## src/rtl/tns_dec_arbiter_pkg.sv

```systemverilog
// Shared definitions for the TNS_dec_15 decoder arbiter: codeword and result
// widths, the per-bit TNS weights, the arbiter FSM state type and a weight
// lookup used by the decoder.
//
// Each 3-bit stage k (k = 1..5) carries weights A, B and C with A = 3*C and
// B = 2*C, and C = 7^(k-1). A stage therefore encodes a digit 0..6, and the
// largest codeword value is 7^5 - 1 = 16806, which fits in BLEN05 bits.
package tns_dec_arbiter_pkg;

  localparam int TNS_CW_W = 15;
  localparam int BLEN05   = 15;

  localparam logic [BLEN05-1:0] TNS01_C = 15'd1;
  localparam logic [BLEN05-1:0] TNS01_B = 15'd2;
  localparam logic [BLEN05-1:0] TNS01_A = 15'd3;
  localparam logic [BLEN05-1:0] TNS02_C = 15'd7;
  localparam logic [BLEN05-1:0] TNS02_B = 15'd14;
  localparam logic [BLEN05-1:0] TNS02_A = 15'd21;
  localparam logic [BLEN05-1:0] TNS03_C = 15'd49;
  localparam logic [BLEN05-1:0] TNS03_B = 15'd98;
  localparam logic [BLEN05-1:0] TNS03_A = 15'd147;
  localparam logic [BLEN05-1:0] TNS04_C = 15'd343;
  localparam logic [BLEN05-1:0] TNS04_B = 15'd686;
  localparam logic [BLEN05-1:0] TNS04_A = 15'd1029;
  localparam logic [BLEN05-1:0] TNS05_C = 15'd2401;
  localparam logic [BLEN05-1:0] TNS05_B = 15'd4802;
  localparam logic [BLEN05-1:0] TNS05_A = 15'd7203;

  typedef enum logic [1:0] {
    IDLE = 2'd0,
    DEC  = 2'd1,
    OUT  = 2'd2
  } state_t;

  // Weight of codeword bit idx; bit 0 is stage-1 C, bit 14 is stage-5 A.
  function automatic logic [BLEN05-1:0] tns_weight(input int idx);
    case (idx)
      0:       return TNS01_C;
      1:       return TNS01_B;
      2:       return TNS01_A;
      3:       return TNS02_C;
      4:       return TNS02_B;
      5:       return TNS02_A;
      6:       return TNS03_C;
      7:       return TNS03_B;
      8:       return TNS03_A;
      9:       return TNS04_C;
      10:      return TNS04_B;
      11:      return TNS04_A;
      12:      return TNS05_C;
      13:      return TNS05_B;
      14:      return TNS05_A;
      default: return '0;
    endcase
  endfunction

endpackage

```

## src/rtl/tns_dec_arbiter_dec.sv

```systemverilog
// TNS_dec_15: purely combinational 15-bit, 5-stage TNS codeword decoder.
// The result is the sum of the weights of all set codeword bits, computed at
// full BLEN05 width.
// Optional feature macro: TNS_CHECK_EN adds the err output, which flags any
// stage holding the forbidden 3C patterns 3'b010 or 3'b101.
module tns_dec_arbiter_dec
  import tns_dec_arbiter_pkg::*;
(
  input  logic [TNS_CW_W-1:0] code,
  output logic [BLEN05-1:0]   value
`ifdef TNS_CHECK_EN
  ,
  output logic                err
`endif
);

  // Weighted-bit sum of the codeword.
  always_comb begin
    value = '0;
    for (int i = 0; i < TNS_CW_W; i++) begin
      if (code[i]) begin
        value = value + tns_weight(i);
      end
    end
  end

`ifdef TNS_CHECK_EN
  // Any stage holding an alternating pattern is not a legal 3C code.
  always_comb begin
    err = 1'b0;
    for (int k = 0; k < TNS_CW_W / 3; k++) begin
      if ((code[3*k +: 3] == 3'b010) || (code[3*k +: 3] == 3'b101)) begin
        err = 1'b1;
      end
    end
  end
`endif

endmodule

```

## src/rtl/tns_dec_arbiter.sv

```systemverilog
// tns_dec_arbiter: shares one TNS_dec_15 decoder among N receive TSV bundles.
// Round-robin grant, registered codeword, registered decode result, with
// valid/ready handshakes towards both the requesters and the sink.
// Optional feature macro: TNS_CHECK_EN adds the out_err illegal-codeword flag.
//
// Timing: a codeword accepted in cycle T is decoded in T+1 and presented with
// out_valid in T+2. A new grant can be issued in the same cycle the sink takes
// the current result, giving one codeword per two cycles at best.
module tns_dec_arbiter
  import tns_dec_arbiter_pkg::*;
#(
  parameter int N     = 4,
  parameter int SRC_W = 2
) (
  input  logic                  clk,
  input  logic                  rst,
  input  logic [N-1:0]          req_valid,
  input  logic [N*TNS_CW_W-1:0] req_code,
  output logic [N-1:0]          req_ready,
  output logic                  out_valid,
  input  logic                  out_ready,
  output logic [BLEN05-1:0]     out_data,
  output logic [SRC_W-1:0]      out_src
`ifdef TNS_CHECK_EN
  ,
  output logic                  out_err
`endif
);

  localparam logic [SRC_W-1:0] PTR_RESET = SRC_W'(N - 1);
  localparam logic [N-1:0]     ONE_HOT0  = {{(N-1){1'b0}}, 1'b1};

  state_t                state;
  state_t                next_state;
  logic [SRC_W-1:0]      ptr;
  logic [SRC_W-1:0]      cand;
  logic [SRC_W-1:0]      grant_idx;
  logic                  grant_any;
  logic                  grant_slot;
  logic                  grant;
  logic [TNS_CW_W-1:0]   sel_code;
  logic [TNS_CW_W-1:0]   code_q;
  logic [SRC_W-1:0]      src_q;
  logic [BLEN05-1:0]     dec_value;
`ifdef TNS_CHECK_EN
  logic                  dec_err;
`endif

  // Round-robin search: first valid requester at or after ptr+1, wrapping.
  always_comb begin
    grant_any = 1'b0;
    grant_idx = '0;
    cand      = '0;
    for (int off = 1; off <= N; off++) begin
      cand = SRC_W'((int'(ptr) + off) % N);
      if (!grant_any && req_valid[cand]) begin
        grant_any = 1'b1;
        grant_idx = cand;
      end
    end
  end

  // A grant slot exists when idle or when the sink is taking the current result.
  always_comb begin
    grant_slot = !rst && ((state == IDLE) || ((state == OUT) && out_ready));
    grant      = grant_slot && grant_any;
    req_ready  = grant ? (ONE_HOT0 << grant_idx) : '0;
  end

  // Codeword of the requester being granted this cycle.
  always_comb begin
    sel_code = '0;
    for (int i = 0; i < N; i++) begin
      if (grant_idx == SRC_W'(i)) begin
        sel_code = req_code[i*TNS_CW_W +: TNS_CW_W];
      end
    end
  end

  // Next-state logic: IDLE -> DEC on grant, DEC -> OUT, OUT drains or chains.
  always_comb begin
    next_state = state;
    case (state)
      IDLE: begin
        if (grant) begin
          next_state = DEC;
        end
      end
      DEC: begin
        next_state = OUT;
      end
      OUT: begin
        if (out_ready) begin
          next_state = grant ? DEC : IDLE;
        end
      end
      default: begin
        next_state = IDLE;
      end
    endcase
  end

  assign out_valid = (state == OUT);

  // State register.
  always_ff @(posedge clk or posedge rst) begin
    if (rst) begin
      state <= IDLE;
    end else begin
      state <= next_state;
    end
  end

  tns_dec_arbiter_dec dec_u (
    .code  (code_q),
    .value (dec_value)
`ifdef TNS_CHECK_EN
    ,
    .err   (dec_err)
`endif
  );

  // Capture the granted codeword and advance the round-robin pointer.
  always_ff @(posedge clk or posedge rst) begin
    if (rst) begin
      ptr    <= PTR_RESET;
      code_q <= '0;
      src_q  <= '0;
    end else if (grant) begin
      ptr    <= grant_idx;
      code_q <= sel_code;
      src_q  <= grant_idx;
    end
  end

  // Register the decode result in DEC; it is held unchanged through OUT.
  always_ff @(posedge clk or posedge rst) begin
    if (rst) begin
      out_data <= '0;
      out_src  <= '0;
`ifdef TNS_CHECK_EN
      out_err  <= 1'b0;
`endif
    end else if (state == DEC) begin
      out_data <= dec_value;
      out_src  <= src_q;
`ifdef TNS_CHECK_EN
      out_err  <= dec_err;
`endif
    end
  end

endmodule
```

## config.mk

```make
export PLATFORM = sky130hd
export DESIGN_NAME = tns_dec_arbiter
export DESIGN_NICKNAME = d
export VERILOG_FILES = /design/src/rtl/tns_dec_arbiter_pkg.sv /design/src/rtl/tns_dec_arbiter_dec.sv /design/src/rtl/tns_dec_arbiter.sv
export SDC_FILE = /design/constraint.sdc
export NUM_CORES = 1
export LEC_CHECK = 0
export BUFFER_PORTS_ARGS = -buffer_cell sky130_fd_sc_hd__buf_2
export CELL_PAD_IN_SITES_DETAIL_PLACEMENT = 0
export CELL_PAD_IN_SITES_GLOBAL_PLACEMENT = 1
export CORE_UTILIZATION = 30
export DETAILED_ROUTE_END_ITERATION = 10
export PLACE_DENSITY_LB_ADDON = 0.1
export SLEW_MARGIN = 5
export SYNTH_ARGS = -nofsm -noshare
export SYNTH_HDL_FRONTEND = slang
export SYNTH_SLANG_ARGS = --single-unit
```

## constraint.sdc

```tcl
create_clock -name clk -period 11.31 [get_ports clk]
set_clock_uncertainty 0.15 [all_clocks]
set_input_delay 0.5655 -clock clk [delete_from_list [all_inputs] [get_ports clk]]
set_output_delay 0.5655 -clock clk [all_outputs]
set_load 0.1 [all_outputs]
```

==> run summary <==
status: finished, final reports clean
initial antenna violation count: 0
Yosys top cell by area: dfrtp_1
Avg WL per Cell: 14.82 um
initial drt markers: 219
dpl hpwl: 11,550 um
async set-reset flop share out of synthesis: 100.0%
YS warnings: 0
final setup fails: 0
first-pass GRT wire length: 24,180 um
fmax: 0.1099 GHz
GR Overflow Total: 0
most frequent cells in the layout: buf_2 (88), nand2_1 (86), nor2_1 (82)
critical path class: reg -> reg
clk sinks: 38
syn_nets: 770
worst hold path class: in -> async
most common cell after layout, fill and taps aside: buf_2
min cycle time layout: 9100 ps
synthesis-to-layout area growth: 13.63%
slew margin rel.: 30.15%
EDFF count, synth: 0
fin. max-slew vios: 0
Mapped Cells: 691
CP max-delay cell: dfrtp_1
total CTS buffers: 5
Critical Path Sink Type: flip-flop
DRC violations left: 0
crit share post-route: 80.46%
Critical Path Source Type: flip-flop
clock slew seen by the registers of the worst setup and hold paths: 60 ps
largest buffer count on any clock path: 2
post-synth top area share: 17.04%
CP top delay family: compound AO/OA/AOI/OAI gates
Final ANT Viol Nets: 0
ratio of cells with drive above 1 in the final layout: 21.14%
DIE AREA: 0.01816 mm^2
placed instance count: 969
DR pass1 iterations: 6
synth top area cells: dfrtp_1 (17%), xnor2_1 (8.9%), nand2_1 (6.1%)
via count: 4,994
port bufs: 88
total track usage: 16.43%
Critical Path AT: 9080 ps
core box area: 0.01724 mm^2
RSZ-0062 raised after global routing: no
post-CTS sizing: 0
synthesized area: 0.005288 mm^2
Routed Wire Length: 14,500 um
Layout Nets: 830
Finished Layout Cells: 978
largest net degree at the start of global routing: 39
Rows: 48
GP Congestion: 0.8010
Root Driver: clkbuf_16
synthesis-stage register bit count: 38
CTS tree: built
Post-CTS Setup Inserts: 0
vias in the first global route: 4,831
Worst Path Max Fanout: 19
clk_lat worst skew: 290 ps
H-tree depth: 2
Sum Neg Setup Slack: 0 ps
I/O pin total: 89
library cells used by synthesis: 99
Least-Margin Pin Slew: 1048 ps
Main synth FF type: dfrtp_1
Post-Syn Area per Cell: 7.652 um^2
initial core utilization: 30.68%
Critical Path RT: 11,290 ps
crit-path max cell delay: 700 ps
vias per cell: 5.106
DIE WIDTH: 134.8 um
Top cell by count, worst path: ha_1
cts hold-fix bufs: 0
Die Height: 134.8 um
final hold vios: 0
max_cap viols: 0
Seq/Total Area, Yosys: 18.03%
worst path bufs/invs: 1
==> cell families after synthesis <==
logic type      synth area share (%)
compound gates                 24.07
xor+xnor                       17.65
fa+ha+maj                      2.839
buf+inv                        5.513
flops                          18.03
mux                            4.330
simple gates                   27.57
==> worst reg2reg max path: cells and delay by family, from the launching register on <==
family | cells | cell delay [ps]
simple gates | 7 | 1520
xor+xnor | 5 | 1100
fa+ha+maj | 6 | 2080
buf+inv | 1 | 240
flops | 1 | 700
compound gates | 9 | 2280
mux | 3 | 870
==> per-stage QoR <==
| stage | hold WS (ps) | setup slack [ps] | utilization (%) | instance area (um^2) |
|---|---|---|---|---|
| after CTS | 277.4 | 2140 | 34.84 | 6006 |
| after global routing | 322.6 | 1447 | 34.84 | 6006 |
| after floorplan | 295.5 | 3559 | - | 5288 |
| after global placement | 305.7 | 2322 | 34.04 | 5867 |
| after detailed placement | 313.9 | 2182 | 34.04 | 5867 |
| final | 264.6 | 2210 | 34.86 | 6008 |
==> layer usage <==
| metal | up-vias | track usage (%) | share of wire (%) |
|---|---|---|---|
| met2 | 106 | 25.46 | 43 |
| met4 | 0 | 3.308 | 0.71 |
| met3 | 8 | 3.303 | 5.0 |
| met1 | 2314 | 23.47 | 51 |
| li1 | 2566 | - | - |
| met5 | - | 0 | 0 |
==> final timing paths <==
path / startpoint / to / slack, ps / depth (start not counted)
worst min register to register: out_data[0] / out_data[0] / 320 / 2
worst max-delay path: code_q[0] / out_data[13] / 2210 / 31
min in group clk: out_data[0] / out_data[0] / 320 / 2
worst max register to register: code_q[0] / out_data[13] / 2210 / 31
max in group asynchronous: rst / ptr[0] / 10390 / 3
worst min-delay path: rst / state[1] / 260 / 3
==> layout make-up <==
class                           count  area [um^2]
Fill cell                        1828        11230
Multi-Input combinational cell    585         4053
Inverter                           29        108.9
Timing Repair Buffer               92        470.5
Sequential cell                    38        953.4
Tap cell                          225        281.5
Antenna cell                        1        2.502
Clock inverter                      2        10.01
Clock buffer                        6        128.9
==> Yosys cell counts (6+ instances only) <==
| library cell | n |
|---|---|
| nand2_1 | 86 |
| nor2_1 | 82 |
| xnor2_1 | 54 |
| o21ai_0 | 43 |
| dfrtp_1 | 36 |
| a21oi_1 | 27 |
| nand3_1 | 27 |
| clkbuf_1 | 25 |
| inv_1 | 24 |
| o211ai_1 | 17 |
| xor2_1 | 16 |
| mux2_2 | 13 |
| ha_1 | 12 |
| nand2b_1 | 12 |
| nor3_1 | 11 |
| and3_1 | 8 |
| o21ai_1 | 8 |
| a31oi_1 | 7 |
| nor2b_1 | 7 |
| and2_1 | 6 |
| mux2i_1 | 6 |
| nand3b_1 | 6 |
| nand4_1 | 6 |
| nor4_1 | 6 |
| o31ai_1 | 6 |
==> sequential cells by signal, summed over array words and instances (netlist names) <==
register,count
out_src,2
code_q,15
state,2
out_data,15
ptr,2
src_q,2
Power is not shown: default switching activity piles up to over one toggle a cycle in this logic, so the estimate is an artifact.
